### config.mk
export PLATFORM = sky130hd
export DESIGN_NAME = tug_field
export DESIGN_NICKNAME = d
export VERILOG_FILES = /design/src/rtl/tug_field.sv
export SDC_FILE = /design/constraint.sdc
export NUM_CORES = 1
export LEC_CHECK = 0
export ABC_CLOCK_PERIOD_IN_PS = 4500
export BUFFER_PORTS_ARGS = -buffer_cell sky130_fd_sc_hd__buf_2
export CAP_MARGIN = 10
export CELL_PAD_IN_SITES_DETAIL_PLACEMENT = 1
export CELL_PAD_IN_SITES_GLOBAL_PLACEMENT = 2
export CORE_AREA = 2 2 85 87
export CTS_CLUSTER_DIAMETER = 80
export CTS_CLUSTER_SIZE = 20
export DETAILED_ROUTE_END_ITERATION = 12
export DIE_AREA = 0 0 87 89
export HOLD_SLACK_MARGIN = 0.1
export PLACE_DENSITY = 0.8
export SETUP_SLACK_MARGIN = 0.2
export SYNTH_ARGS = -nofsm -noshare
export SYNTH_HDL_FRONTEND = slang
export SYNTH_SLANG_ARGS = --single-unit
### constraint.sdc
create_clock -name clk -period 4.5 [get_ports clk]
set_input_delay 0.225 -clock clk [delete_from_list [all_inputs] [get_ports clk]]
set_output_delay 0.225 -clock clk [all_outputs]
set_load 0.03 [all_outputs]
### src/rtl/tug_field.sv
// tug_field: tug-of-war playfield for a row of N_LIGHTS LEDs.
// Tracks one lit position, moves it on button presses (edge-detected), detects
// round wins at either end, keeps per-player scores and stops once a player
// reaches MATCH_SCORE round wins.
//
// Ports:
//   clk        in   system clock, rising edge
//   reset      in   synchronous active-high reset
//   L, R       in   synchronized button levels, 1 = pressed
//   lights     out  playfield LEDs, one-hot while playing, zero otherwise
//   leftWin    out  left round/match win being displayed
//   rightWin   out  right round/match win being displayed
//   leftScore  out  left round-win count
//   rightScore out  right round-win count
//   matchOver  out  match finished, frozen until reset
module tug_field #(
  parameter int unsigned N_LIGHTS    = 9,
  parameter int unsigned SCORE_W     = 3,
  parameter int unsigned MATCH_SCORE = 3,
  parameter int unsigned HOLD_CYCLES = 50000000
) (
  input  logic                clk,
  input  logic                reset,
  input  logic                L,
  input  logic                R,
  output logic [N_LIGHTS-1:0] lights,
  output logic                leftWin,
  output logic                rightWin,
  output logic [SCORE_W-1:0]  leftScore,
  output logic [SCORE_W-1:0]  rightScore,
  output logic                matchOver
);

  localparam int unsigned PosW = $clog2(N_LIGHTS);
  localparam int unsigned CntW = (HOLD_CYCLES > 1) ? $clog2(HOLD_CYCLES) : 1;
  localparam logic [PosW-1:0]    PosCentre = PosW'((N_LIGHTS - 1) / 2);
  localparam logic [PosW-1:0]    PosLeft   = PosW'(N_LIGHTS - 1);
  localparam logic [CntW-1:0]    HoldLoad  = CntW'(HOLD_CYCLES - 1);
  localparam logic [SCORE_W-1:0] MatchVal  = SCORE_W'(MATCH_SCORE);

  typedef enum logic [1:0] {StPlay, StHold, StDone} state_e;

  state_e             r_state, w_state_next;
  logic [PosW-1:0]    r_pos, w_pos_next;
  logic [CntW-1:0]    r_hold_cnt, w_hold_cnt_next;
  logic [SCORE_W-1:0] r_left_score, w_left_score_next;
  logic [SCORE_W-1:0] r_right_score, w_right_score_next;
  logic               r_left_win, w_left_win_next;
  logic               r_right_win, w_right_win_next;
  logic               r_prev_l, r_prev_r;

  logic               w_press_l, w_press_r, w_move_l, w_move_r;
  logic [SCORE_W-1:0] w_left_inc, w_right_inc;

  assign w_press_l   = L & ~r_prev_l;
  assign w_press_r   = R & ~r_prev_r;
  // Simultaneous presses cancel out.
  assign w_move_l    = w_press_l & ~w_press_r;
  assign w_move_r    = w_press_r & ~w_press_l;
  assign w_left_inc  = r_left_score + SCORE_W'(1);
  assign w_right_inc = r_right_score + SCORE_W'(1);

  // State register
  always_ff @(posedge clk) begin
    if (reset) begin
      r_state       <= StPlay;
      r_pos         <= PosCentre;
      r_hold_cnt    <= '0;
      r_left_score  <= '0;
      r_right_score <= '0;
      r_left_win    <= 1'b0;
      r_right_win   <= 1'b0;
      // Buttons held through reset must not register as a press.
      r_prev_l      <= 1'b1;
      r_prev_r      <= 1'b1;
    end else begin
      r_state       <= w_state_next;
      r_pos         <= w_pos_next;
      r_hold_cnt    <= w_hold_cnt_next;
      r_left_score  <= w_left_score_next;
      r_right_score <= w_right_score_next;
      r_left_win    <= w_left_win_next;
      r_right_win   <= w_right_win_next;
      r_prev_l      <= L;
      r_prev_r      <= R;
    end
  end

  // Next-state logic
  always_comb begin
    w_state_next       = r_state;
    w_pos_next         = r_pos;
    w_hold_cnt_next    = r_hold_cnt;
    w_left_score_next  = r_left_score;
    w_right_score_next = r_right_score;
    w_left_win_next    = r_left_win;
    w_right_win_next   = r_right_win;
    unique case (r_state)
      StPlay: begin
        if (w_move_l) begin
          if (r_pos == PosLeft) begin
            w_left_score_next = w_left_inc;
            w_left_win_next   = 1'b1;
            if (w_left_inc == MatchVal) begin
              w_state_next = StDone;
            end else begin
              w_state_next    = StHold;
              w_hold_cnt_next = HoldLoad;
            end
          end else begin
            w_pos_next = r_pos + PosW'(1);
          end
        end else if (w_move_r) begin
          if (r_pos == '0) begin
            w_right_score_next = w_right_inc;
            w_right_win_next   = 1'b1;
            if (w_right_inc == MatchVal) begin
              w_state_next = StDone;
            end else begin
              w_state_next    = StHold;
              w_hold_cnt_next = HoldLoad;
            end
          end else begin
            w_pos_next = r_pos - PosW'(1);
          end
        end
      end
      StHold: begin
        if (r_hold_cnt == '0) begin
          w_state_next     = StPlay;
          w_pos_next       = PosCentre;
          w_left_win_next  = 1'b0;
          w_right_win_next = 1'b0;
        end else begin
          w_hold_cnt_next = r_hold_cnt - CntW'(1);
        end
      end
      StDone: begin
      end
      default: begin
        w_state_next = StPlay;
        w_pos_next   = PosCentre;
      end
    endcase
  end

  // Outputs
  always_comb begin
    lights     = '0;
    if (r_state == StPlay) begin
      lights = N_LIGHTS'(1) << r_pos;
    end
    leftWin    = r_left_win;
    rightWin   = r_right_win;
    leftScore  = r_left_score;
    rightScore = r_right_score;
    matchOver  = (r_state == StDone);
  end

endmodule

== After elaboration in Yosys (flattened, before gate mapping) ==
Index checks and enable logic that the tools add are counted.
Widths: inputs -> output; s select.

* Output and inout bits: 18
* Input bits: 4
* Word-level logic and storage cells: 86
* Bits in writable memories: 0
* Bits in latches: 0
* ROM bits: 0
* Memories: 0
* Register bits: 42

* Reduce and logical (&&, ||, !) cells: 11
* Eq/ne operators: 19
* $mul: 0
* Divide/modulo/power cells: 0
* Magnitude comparators: 0
* Add/subtract/negate cells: 5
* Shift operators: 1
* Mux-type cells: 31
* Bitwise operators: 10

{| class="wikitable"
|+ Operators with widths
! kind !! count
|-
| $mux 26 || 7
|-
| $pmux 26 s2 || 1
|-
| $logic_not 26->1 || 1
|-
| $sub 26x1->26 const B || 1
|-
| $ne 3x3->1 const B || 7
|-
| $mux 4 || 5
|-
| $reduce_and 5->1 || 3
|-
| $mux 2 || 7
|-
| $ne 2x2->1 const B || 7
|-
| $pmux 4 s3 || 1
|-
| $mux 9 || 1
|-
| $shl 1x4->9 const A || 1
|-
| $reduce_and 4->1 || 2
|-
| $reduce_and 7->1 || 1
|-
| $add 3x1->3 const B || 2
|-
| $eq 3x2->1 const B || 2
|-
| $mux 1 || 6
|-
| $not 1->1 || 6
|-
| $pmux 2 s3 || 1
|-
| $add 4x1->4 const B || 1
|-
| $and 1x1->1 || 4
|-
| $eq 4x4->1 const B || 1
|-
| $logic_not 4->1 || 1
|-
| $pmux 1 s2 || 2
|-
| 6 further kinds || 6
|}

== Depth between registers and ports, before layout ==
* Word-level depth: 7
* Mapped depth: 10
* Mapped depth without buffers: 9

== Least setup slack after synthesis ==
OpenSTA, ideal clock, no wires.

* Path type: reg2reg
* Start: reg r_hold_cnt[0]
* End: reg r_hold_cnt[16]
* Arrival: 2339 ps
* Slack: 2046 ps
* Path buffers: 3
* Cell stages (with the launch flop): 11
* Clock period less this slack: 2454 ps
* Data required time: 4385 ps
* Setup time: 115 ps
* Cell sequence: dfxtp_1 -> inv_1 -> ha_1 -> or3b_2 -> buf_2 -> nor4_1 -> a31o_2 -> buf_2 -> buf_2 -> nor4_1 -> o21ba_2

* Longest elaborated chain between the ends: 3
* Elaborated cells on any way between the ends: 6
* Classes of those cells: add/sub: 1; eq/ne: 1; mux: 2; reduce/logical: 2

{| class="wikitable"
|+ Ends and longest elaborated chain
! element !! RTL line !! RTL
|-
| start, declared || 45 || <nowiki>logic [CntW-1:0] r_hold_cnt, w_hold_cnt_next;</nowiki>
|-
| start signal, assigned || 79 || <nowiki>r_hold_cnt <= w_hold_cnt_next;</nowiki>
|-
| $sub 26x1->26 or $logic_not 26->1 (tied branches) || 135, 129 ||
|-
| $mux 26 or $ne 2x2->1 (tied branches) || -- ||
|-
| $pmux 26 s2 or $reduce_and 7->1 (tied branches) || -- ||
|}

Several ways; a longest one is shown, not always the timed one. The select of a mux whose other input is x is not followed.
A chain may end at the register's enable or synchronous reset.

== Worst setup path in the final report ==
* Start: reg r_hold_cnt[6]
* End: reg r_pos[3]

* Longest elaborated chain between the ends: 3

{| class="wikitable"
|+ Ends and longest elaborated chain
! element !! RTL line !! RTL
|-
| $logic_not 26->1 || 129 || <nowiki>if (r_hold_cnt == '0) begin</nowiki>
|-
| $ne 2x2->1 (no source line) || -- ||
|-
| $reduce_and 5->1 (no source line) || -- ||
|-
| end signal, assigned || 67 || <nowiki>r_pos <= PosCentre;</nowiki>
|-
| end signal, assigned || 78 || <nowiki>r_pos <= w_pos_next;</nowiki>
|-
| end, declared || 44 || <nowiki>logic [PosW-1:0] r_pos, w_pos_next;</nowiki>
|}

Every way passes these cells.

==> metrics.md <==
| Metric | Value |
|---|---|
| Worst Setup End Kind | flop |
| Synth Net Count | 294 |
| Worst slew pin tran | around 920 ps |
| Post-synth EDFFs | 0 |
| Iter 0 DRT Violations | 85 |
| Vias in the first global route | 2063 |
| Cell count after placement | ~360 |
| TritonCTS clock tree | built |
| GPL Wtd Cong | approximately 0.74 |
| CTS clk-pin slew, worst paths | around 80 ps |
| R2R setup slack | 1620 ps |
| Worst setup SP type | flop |
| Crit-path cells | or4_1, nor4_1, a31oi_1, buf_4, o21ai_0, o41ai_1 |
| Critical path arrival | 3030 ps |
| Filler instances | 811 |
| Drt wl/cell | ~16 µm |
| Hpwl dp | approximately 4300 µm |
| Switching power | approximately 0.32 mW |
| Post-CTS Setup Repair Bufs | 0 |
| Clk_skew | ~9.2 ps |
| Commonest non-fill, non-tap cells in the layout | dfxtp_1, nor2_1, buf_2 |
| Antenna-violating nets left | 0 |
| Top Family by Delay on Critical Path | simple AND/OR/NAND/NOR gates |
| Clk sink count | 42 |
| Switching share of power | between 30% and 40% |
| Async set-reset flop share out of synthesis | 0% |
| Rel. slew slack | between 30% and 40% |
| Yosys cell types | between 40 and 50 |
| Clk root buf | clkbuf_8 |
| Final wirelength | 6130 µm |
| Die Ht | between 80 and 90 µm |
| TritonCTS Buffers | 5 |
| YS warnings | 0 |
| Die Area | 7740 µm² |
| Setup TNS | 0 ps |
| Area of the multi-input gates | approximately 1400 µm² |
| Post-Syn Area | between 2000 and 2500 µm² |
| Post-CTS Resized | 0 |
| Hold Path Class | in -> reg |
| Avg Cell Area, Syn | between 8 and 9 µm² |
| CP bufs+invs | 1 |
| Sequential element share of the synthesized area | between 30% and 40% |
| Clock Path Buffers | 2 |
| Setup crit end | r_pos[3]$_SDFFE_PP0P_ |
| Finished Layout Cells | 372 |
| ANT cells | 0 |
| Crit path time final | slightly below 3000 ps |
| Via/cell ratio | slightly below 6 |
| Register area | 841 µm² |
| Max Transition Viols Final | 0 |
| Critical R2R Launch | r_hold_cnt[6]$_SDFFE_PP0P_ |
| Largest net degree at the start of global routing | 39 |
| CP max FO | 18 |
| Leak | ~1.0 nW |
| Worst Setup SP | r_hold_cnt[6]$_SDFFE_PP0P_ |
| Area delta synth->final | 12.1% |
| Yosys reg bits | 42 |
| DRC viols | 0 |
| Remaining Overflow, GRT | 0 |
| Largest stage delay, worst path | 840 ps |
| Sequential share of power | about two fifths |
| FP Rows | 30 |
| Maxcap violations | 0 |
| Commonest non-fill, non-tap cell in the layout | dfxtp_1 |
| Initial Util | 34.8% |
| Crit share post-route | between 60% and 70% |
| # setup viols final | 0 |
| Hold Path Origin | L |
| Core Region | between 6000 and 7000 µm² |
| Clock share of power | 36.0% |
| Most used DFF post-synth | dfxtp_1 |
| Ratio of cells with drive above 1 in the final layout | about 15% |
| Critical path depth | 6 |
| Worst reg-to-reg path cell count | 6 |
| IO Count | 22 |
| First-pass GRT wire length | around 10000 µm |
| Power per standard cell area | 384 nW/µm² |
| Port bufs | 21 |
| Initial antenna violation count | 0 |
| RSZ-0062 raised after global routing | no |
| FF-to-FF End | r_pos[3]$_SDFFE_PP0P_ |
| Worst setup path class | reg -> reg |
| Clock Latency Late Sink | ~300 ps |
| Nets | about 300 |
| Post-CTS Hold Buffers | 0 |
| Via count | 2170 |
| Slowest-stage cell, CP | or4_1 |
| 1st-pass router iterations | 4 |
| Peak VDD IR | around 0.17 mV |
| Final hold viol count | 0 |
| Die X | just under 90 µm |
| Status | completed |
| Cell Int Power | just under 0.7 mW |
| Htree depth | 2 |
| FMAX | between 0.3 and 0.4 GHz |
| Total GRT Usage | 16.7% |
| Post-Synthesis Cells | 280 |
| CP required | 4650 ps |
| Logic pwr share | 23.6% |
==> metrics by stage <==
stage               worst slack [ps]  hold WS [ps]  instance area, µm²  power, mW  util, %
floorplan                       2050           332                2340      0.594        -
global placement                1790           425                2490      0.651     37.0
detailed placement              1720           426                2490      0.653     37.0
CTS                             1630           113                2630       1.02     39.1
global route                    1380           116                2630       1.07     39.1
finish                          1620           124                2630       1.01     39.1
==> power by group through the flow <==
| stage | combinational [mW] | clock (mW) | sequential [mW] |
|---|---|---|---|
| finish | 0.238 | 0.363 | 0.408 |
| global route | 0.266 | 0.389 | 0.412 |
| CTS | 0.239 | 0.376 | 0.408 |
| detailed placement | 0.237 | 0 | 0.416 |
| global placement | 0.235 | 0 | 0.416 |
| floorplan | 0.184 | 0 | 0.411 |
==> sequential cells by signal (all words and copies together), names as in the netlist, 2 cells and up <==
signal,count
r_pos,4
rightScore,3
r_hold_cnt,26
r_state,2
leftScore,3
==> per-layer routing <==
layer | vias to the layer above | share of wire [%] | global-route usage [%]
met5 | - | 0 | 0
met3 | 2 | 3.0 | 3.32
met4 | 0 | 0.31 | 3.13
met1 | 1049 | 49 | 22.5
met2 | 41 | 48 | 28.0
li1 | 1078 | - | -
==> worst min-delay path by stage <==
| stage | to | slack [ps] | cells after the start |
|---|---|---|---|
| floorplan | r_prev_l$_SDFF_PP1_ | 330 | 1 |
| global placement | r_prev_l$_SDFF_PP1_ | 430 | 2 |
| detailed placement | r_prev_l$_SDFF_PP1_ | 430 | 2 |
| CTS | r_prev_l$_SDFF_PP1_ | 110 | 2 |
| global route | r_prev_l$_SDFF_PP1_ | 120 | 2 |
| finish | r_prev_l$_SDFF_PP1_ | 120 | 2 |
==> cell usage after synthesis (2+ instances only) <==
cell / instances / area share [%]
nand4b_1: 5 / 1.9
nand2_1: 10 / 1.6
a21o_1: 2 / 0.64
xor2_1: 3 / 1.1
nand2b_1: 6 / 1.6
and3_1: 4 / 1.1
clkbuf_1: 15 / 2.4
or3_2: 3 / 0.96
nand4_1: 3 / 0.80
nor4_1: 7 / 1.9
a21oi_1: 15 / 3.2
nor2_1: 24 / 3.8
o21ai_0: 8 / 1.7
or2_2: 2 / 0.53
xnor2_1: 6 / 2.2
a31oi_1: 14 / 3.7
o41ai_1: 8 / 3.0
buf_2: 5 / 1.1
a211oi_1: 6 / 1.9
dfxtp_1: 42 / 36
or3_4: 2 / 0.96
nor3_1: 15 / 3.2
o31ai_1: 8 / 2.6
nor2b_1: 3 / 0.80
ha_1: 9 / 4.8
or3_1: 7 / 1.9
nand3_1: 4 / 0.86
or4_1: 16 / 5.1
inv_1: 10 / 1.6
==> logic make-up (layout without fill, tap and decap cells) <==
| group | Yosys count | count (layout) | share of synthesized area, % |
|---|---|---|---|
| DFF | 42 | 42 | 35.9 |
| xor gates and xnor gates | 9 | 9 | 3.37 |
| AOI/OAI and AO/OA | 68 | 68 | 19.2 |
| buffers and inverters | 30 | 42 | 5.08 |
| muxes | 2 | 2 | 0.909 |
| and+or+nand+nor | 119 | 119 | 29.8 |
| adders and majority gates | 10 | 10 | 5.67 |
==> cell type report <==
cell class,count,area share [%]
Multi-Input combinational cell,208,52.6
Sequential cell,42,32.0
Timing Repair Buffer,24,4.86
Tap cell,80,3.81
Clock buffer,5,2.62
Clock inverter,3,2.62
Inverter,10,1.43
==> worst reg2reg max path: stages (launching register included) <==
cell	delay, ps
dfxtp_1	350
or4_1	840
nor4_1	530
a31oi_1	400
buf_4	310
o21ai_0	210
o41ai_1	120
(Power assumes the default switching activity.)
